`src/rtl/mux_b_pipe.sv`:
```
// mux_b_pipe: ALU B-operand selector feeding a valid/ready register stage with a one-entry skid buffer.
// The skid entry absorbs the operand accepted in the cycle the consumer stalls, so in_ready never depends on out_ready.
module mux_b_pipe #(
    parameter int WIDTH     = 32,
    parameter int IMM_W     = 16,
    parameter int SHIFT     = 2,
    parameter int CONST_VAL = 4
) (
    input  logic             clk,
    input  logic             reset,
    input  logic [1:0]       mux_b_control,
    input  logic             zext,
    input  logic [WIDTH-1:0] regB_out,
    input  logic [IMM_W-1:0] imm_in,
    input  logic             in_valid,
    output logic             in_ready,
    output logic [WIDTH-1:0] mux_b_out,
    output logic             out_valid,
    input  logic             out_ready,
    output logic [1:0]       occupancy
);
    logic [WIDTH-1:0] ext;
    logic [WIDTH-1:0] sel_data;
    logic             in_xfer;
    logic             out_xfer;
    logic [WIDTH-1:0] main_data_q, main_data_d;
    logic             main_valid_q, main_valid_d;
    logic [WIDTH-1:0] skid_data_q, skid_data_d;
    logic             skid_valid_q, skid_valid_d;

    always_comb begin
        ext      = zext ? WIDTH'(imm_in) : WIDTH'($signed(imm_in));
        sel_data = mux_b_control == 2'b00 ? regB_out :
                   mux_b_control == 2'b01 ? WIDTH'(CONST_VAL) :
                   mux_b_control == 2'b10 ? ext : ext << SHIFT;
    end

    assign in_ready  = !skid_valid_q && reset;
    assign in_xfer   = in_valid && in_ready;
    assign out_xfer  = main_valid_q && out_ready;
    assign mux_b_out = main_data_q;
    assign out_valid = main_valid_q;
    assign occupancy = {1'b0, main_valid_q} + {1'b0, skid_valid_q};

    always_comb begin
        main_data_d  = main_data_q;
        main_valid_d = main_valid_q;
        skid_data_d  = skid_data_q;
        skid_valid_d = skid_valid_q;
        if (!main_valid_q) begin
            if (in_xfer) begin
                main_data_d  = sel_data;
                main_valid_d = 1'b1;
            end
        end else if (out_xfer) begin
            if (skid_valid_q) begin
                main_data_d  = skid_data_q;
                skid_valid_d = 1'b0;
            end else if (in_xfer) begin
                main_data_d = sel_data;
            end else begin
                main_valid_d = 1'b0;
            end
        end else if (in_xfer) begin
            skid_data_d  = sel_data;
            skid_valid_d = 1'b1;
        end
    end

    always_ff @(posedge clk or negedge reset) begin
        if (!reset) begin
            main_data_q  <= '0;
            main_valid_q <= 1'b0;
            skid_data_q  <= '0;
            skid_valid_q <= 1'b0;
        end else begin
            main_data_q  <= main_data_d;
            main_valid_q <= main_valid_d;
            skid_data_q  <= skid_data_d;
            skid_valid_q <= skid_valid_d;
        end
    end
endmodule

```
`config.mk`:
```
export PLATFORM = sky130hd
export DESIGN_NAME = mux_b_pipe
export DESIGN_NICKNAME = d
export VERILOG_FILES = /design/src/rtl/mux_b_pipe.sv
export SDC_FILE = /design/constraint.sdc
export NUM_CORES = 1
export LEC_CHECK = 0
export BUFFER_PORTS_ARGS = -buffer_cell sky130_fd_sc_hd__clkbuf_2
export CAP_MARGIN = 20
export CORE_ASPECT_RATIO = 0.8
export CORE_MARGIN = 2
export CORE_UTILIZATION = 47
export CTS_BUF_LIST = sky130_fd_sc_hd__clkbuf_4 sky130_fd_sc_hd__clkbuf_8 sky130_fd_sc_hd__clkbuf_16
export DETAILED_ROUTE_END_ITERATION = 10
export PLACE_DENSITY_LB_ADDON = 0.1
export SYNTH_ARGS = -nofsm -noshare
export SYNTH_HDL_FRONTEND = slang
export SYNTH_SLANG_ARGS = --single-unit
```
`constraint.sdc`:
```
create_clock -name clk -period 1.55 [get_ports clk]
set_clock_uncertainty 0.15 [all_clocks]
set_input_delay 0.2325 -clock clk [delete_from_list [all_inputs] [get_ports clk]]
set_output_delay 0.2325 -clock clk [all_outputs]
set_load 0.02 [all_outputs]
```
* Word level (Yosys, flattened, before mapping)
Cells that the tools add are included.
** Word-level totals
- Register bits :: 66
- Input bits :: 55
- Output and inout bits :: 36
- Word-level logic and storage cells :: 31
** Operators by class
- Add/subtract/negate cells :: 1
- Equal/unequal tests :: 3
- Multiplexer cells :: 14
- Bitwise operators :: 1
- Reduce and logical (&&, ||, !) cells :: 8
** Operators with widths (number)
- 32-bit two-way mux :: 8
- 1-bit two-way mux :: 6
- 1-bit logical AND :: 3
- 3-bit AND reduction :: 1
- 1-bit by 1-bit adder with 2-bit output :: 1
- 2-bit by 1-bit == test with 1-bit output, second input constant :: 1
- 2-bit == test, second input constant :: 1
- 2-bit logical NOT :: 1
- 2-bit != test, second input constant :: 1
- 2-bit AND reduction :: 1
- 2-bit nonzero test :: 1
- 1-bit logical NOT :: 1
- 1-bit inverter :: 1

* Longest topological paths before layout
- Depth after elaboration :: 8
- Gate-level depth with buffers :: 5
- Depth with buffers taken out :: 3

* Worst setup path after synthesis
No wires, ideal clock.
- Path type :: flip-flop to flip-flop
- From :: reg main_valid_q, in the netlist out_valid
- To :: reg main_data_q[10], in the netlist mux_b_out[10]
- Library setup time :: 0.138 ns
- Data arrival time :: 1.285 ns
- Required time :: 1.262 ns
- Slack :: -0.023 ns
- Stages on the path, launching flop included :: 6
- Path buffers :: 2
- Period minus slack after synthesis :: 1.573 ns
- Path through :: dfrtp_1 > nand2b_1 > and3_1 > buf_2 > buf_2 > o221ai_1
** Between the ends
- Longest elaborated chain between the ends :: 2
- Elaborated cells between the ends (all ways) :: 3
- Classes of those cells :: eq/ne: 1; mux: 1; reduce/logical: 1
** RTL lines
- from (decl) :: RTL line 27 : logic main_valid_q, main_valid_d;
- from (signal assigned) :: RTL line 78 : main_valid_q <= main_valid_d;
- 1-bit logical AND :: RTL line 40 : assign out_xfer = main_valid_q && out_ready;
- 2-bit != test (no source line)
- to (signal assigned) :: RTL line 77 : main_data_q <= main_data_d;
- to (decl) :: RTL line 26 : logic [WIDTH-1:0] main_data_q, main_data_d;
Parallel ways exist; a longest one is shown, timed or not.
A chain may end at the register's enable or synchronous reset.

* Worst setup path in the final report
- From :: reg skid_valid_q
- To :: out in_ready
** Between the ends
- Longest elaborated chain between the ends :: 2
** RTL lines
- from (decl) :: RTL line 29 : logic skid_valid_q, skid_valid_d;
- from (signal assigned) :: RTL line 80 : skid_valid_q <= skid_valid_d;
- 1-bit logical NOT :: RTL line 38 : assign in_ready = !skid_valid_q && reset;
- 1-bit logical AND :: RTL line 38
- to (decl) :: RTL line 16 : output logic in_ready,
Every way passes these cells.

==> flow_summary.json <==
{
  "synthFlopType": "dfrtp_1",
  "max_freq_mhz": 603,
  "fillers": 571,
  "insertedDiodeCount": 0,
  "synth.avg_cell_area_sq_um": 10.1,
  "synth-edff-count": 0,
  "holdPathStages": 3,
  "critPathKind": "register to output port",
  "critPathArrivalTime_ns": 1.28,
  "pre_cts_slack_ns": -0.0854,
  "post-route-cell-area_sq_um": 4380,
  "hp-class": "primary input to register",
  "max-vdd-ir-drop_v": 0.000890,
  "grtUsageTotal": 0.241,
  "synth_cell_type_count": 41,
  "switching_share": 0.387,
  "r2r-end": "skid_data_q[23]$_DFFE_PN0P_",
  "antenna_found_initial": 0,
  "min_period_ns": 1.66,
  "mostFrequentLayoutCells": "clkbuf_2 (87), dfrtp_1 (64), o21ai_0 (57)",
  "clockPowerShare": 0.172,
  "post-dp-hpwl_mm": 6.19,
  "num_vias": 2948,
  "start_kind": "register",
  "yosysSeqAreaShare": 0.510,
  "p_int_w": 0.00470,
  "pwr-share-seq": 0.388,
  "drtPass1Iterations": 5,
  "p_total_w": 0.00766,
  "p_sw_w": 0.00296,
  "numCtsBuffers": 9,
  "die_w_um": 96.8,
  "clockRootBuffer": "clkbuf_8",
  "synth_seq_cells": 66,
  "die_h_um": 78.2,
  "overflow": 0,
  "clock_latency_ns": 0.35,
  "p_leak_nw": 2.13,
  "syn_area_sq_um": 3240,
  "clock_sinks": 66,
  "num_io_pins": 91,
  "hp-start": "regB_out[8]",
  "synth_warnings": 0,
  "syn-num-nets": 375,
  "setup_violations": 20,
  "synthArstFlopShare": 1.00,
  "status": "complete, but fails checks",
  "final-hold-violation-count": 0,
  "num_rows": 27,
  "pwr-share-comb": 0.440,
  "rsz0062_at_grt": "true",
  "drv_slew": 0,
  "nets": 493,
  "place_congestion": 0.777,
  "r2r-start": "skid_valid_q$_DFFE_PN0P_",
  "p_per_area_nw_per_um2": 1750,
  "whs_ns": 0.0573,
  "start_util": 0.477,
  "core_area_sq_um": 6790,
  "antenna_left": 0,
  "worstMarginPinSlew_ns": 0.366,
  "clk_pin_slew_ns": 0.08,
  "cts_tree": "yes",
  "drc": 0,
  "drtIter0Drc": 168,
  "grt_pass1_wl_mm": 14.3,
  "r2r_cells": 4,
  "die_area_sq_um": 7570,
  "crit_path_end_kind": "output port",
  "fin_ws_ns": -0.109,
  "cp_data_required_time_ns": 1.17,
  "grt_max_degree": 68,
  "post-route-period-util": 1.07,
  "wl_per_cell_um": 17.2,
  "vias_per_cell": 5.58,
  "final_common_cell": "clkbuf_2",
  "whs_endpoint": "skid_data_q[8]$_DFFE_PN0P_",
  "cap_violations": 0,
  "cp_max_fo": 7,
  "wl_mm": 9.06,
  "slew_headroom": 0.756,
  "syn_inst": 319,
  "h-tree-depth": 3,
  "port_buffers": 90,
  "synthToLayoutAreaGrowth_pct": 35.4,
  "r2r_setup_slack_ns": -0.07,
  "dpl_cell_area_sq_um": 4000,
  "grt_pass1_vias": 2914,
  "clockBufferDepth": 2,
  "drive_above_1_share": 0.426,
  "violations": "setup timing"
}
## sequential cells by signal, indices dropped and copies added (netlist names)
register	flops
skid_data_q	32
skid_valid_q	1
mux_b_out	32
out_valid	1
## worst max-delay path by stage
stage                             startpoint                           to
floorplan                out_valid$_DFF_PN0_     mux_b_out[8]$_DFFE_PN0P_
global placement    skid_valid_q$_DFFE_PN0P_     mux_b_out[1]$_DFFE_PN0P_
detailed placement  skid_valid_q$_DFFE_PN0P_  skid_data_q[23]$_DFFE_PN0P_
CTS                 skid_valid_q$_DFFE_PN0P_                     in_ready
global route        skid_valid_q$_DFFE_PN0P_  skid_data_q[18]$_DFFE_PN0P_
finish              skid_valid_q$_DFFE_PN0P_                     in_ready
## repair_timing
| item | in CTS | in global routing |
|---|---|---|
| setup buffers | 4 | 2 |
| hold endpoints to repair | 67 | 0 |
| gates cloned | 0 | 2 |
| hold buffers | 2 | 0 |
| resized for setup | 9 | 13 |
| endpoints found under the setup margin | 36 | 54 |
| pin swaps | 0 | 3 |
## power groups by stage
stage | clock, W | sequential (W) | combinational (W)
final | 0.00132 | 0.00297 | 0.00337
after global routing | 0.00142 | 0.00308 | 0.00367
after CTS | 0.00135 | 0.00297 | 0.00318
after floorplan | 0 | 0.00344 | 0.00145
after detailed placement | 0 | 0.00301 | 0.00303
after global placement | 0 | 0.00298 | 0.00298
## synthesized netlist by cell type (5+ instances only)
cell / n / area (sq um)
a221oi_1: 5 / 43.8
nand2_1: 15 / 56.3
dfrtp_1: 66 / 1650
inv_1: 30 / 113
clkbuf_1: 11 / 41.3
a221oi_2: 10 / 150
o221ai_1: 14 / 123
buf_2: 11 / 55.1
nor2_1: 16 / 60.1
o21ai_0: 57 / 285
a21oi_1: 16 / 80.1
mux2_2: 15 / 169
a22oi_1: 13 / 97.6
## cell families (layout without fill, tap and decap cells)
kind of cell	after synthesis	count (layout)	share of synthesized area
AOI/OAI and AO/OA	127	127	0.269
and+or+nand+nor	52	52	0.0823
muxes	18	18	0.0615
adders and majority gates	1	1	0.00386
DFF	66	66	0.510
buffers and inverters	55	177	0.0727
## layer usage
metal  wire, um  vias up  track usage
li1           -     1397            -
met2       4390       86        0.380
met3        491       11       0.0579
met4        105        0       0.0859
met1       4080     1454        0.328
met5          0        -            0
## worst max-delay path, cell delays in order (launching register included)
cell     delay [ns]
dfrtp_2        0.45
and2b_2        0.28
buf_6          0.11
buf_8          0.10
## cell type report
cell class,instances,area (sq um),area share
Sequential cell,66,1650,0.377
Clock buffer,12,159,0.0362
Timing Repair Buffer,132,910,0.207
Clock inverter,3,15.0,0.00342
Inverter,30,113,0.0257
Tap cell,87,109,0.0248
Multi-Input combinational cell,198,1430,0.325
## through the flow
step / setup TNS (ns) / util / cells
after floorplan: 0 / - / 319
after global placement: -0.173 / 0.590 / 503
after detailed placement: -0.895 / 0.590 / 503
after CTS: -0.641 / 0.629 / 524
after global routing: -2.71 / 0.646 / 528
final: -0.620 / 0.646 / 528
Power figures use the tool's default switching activity.
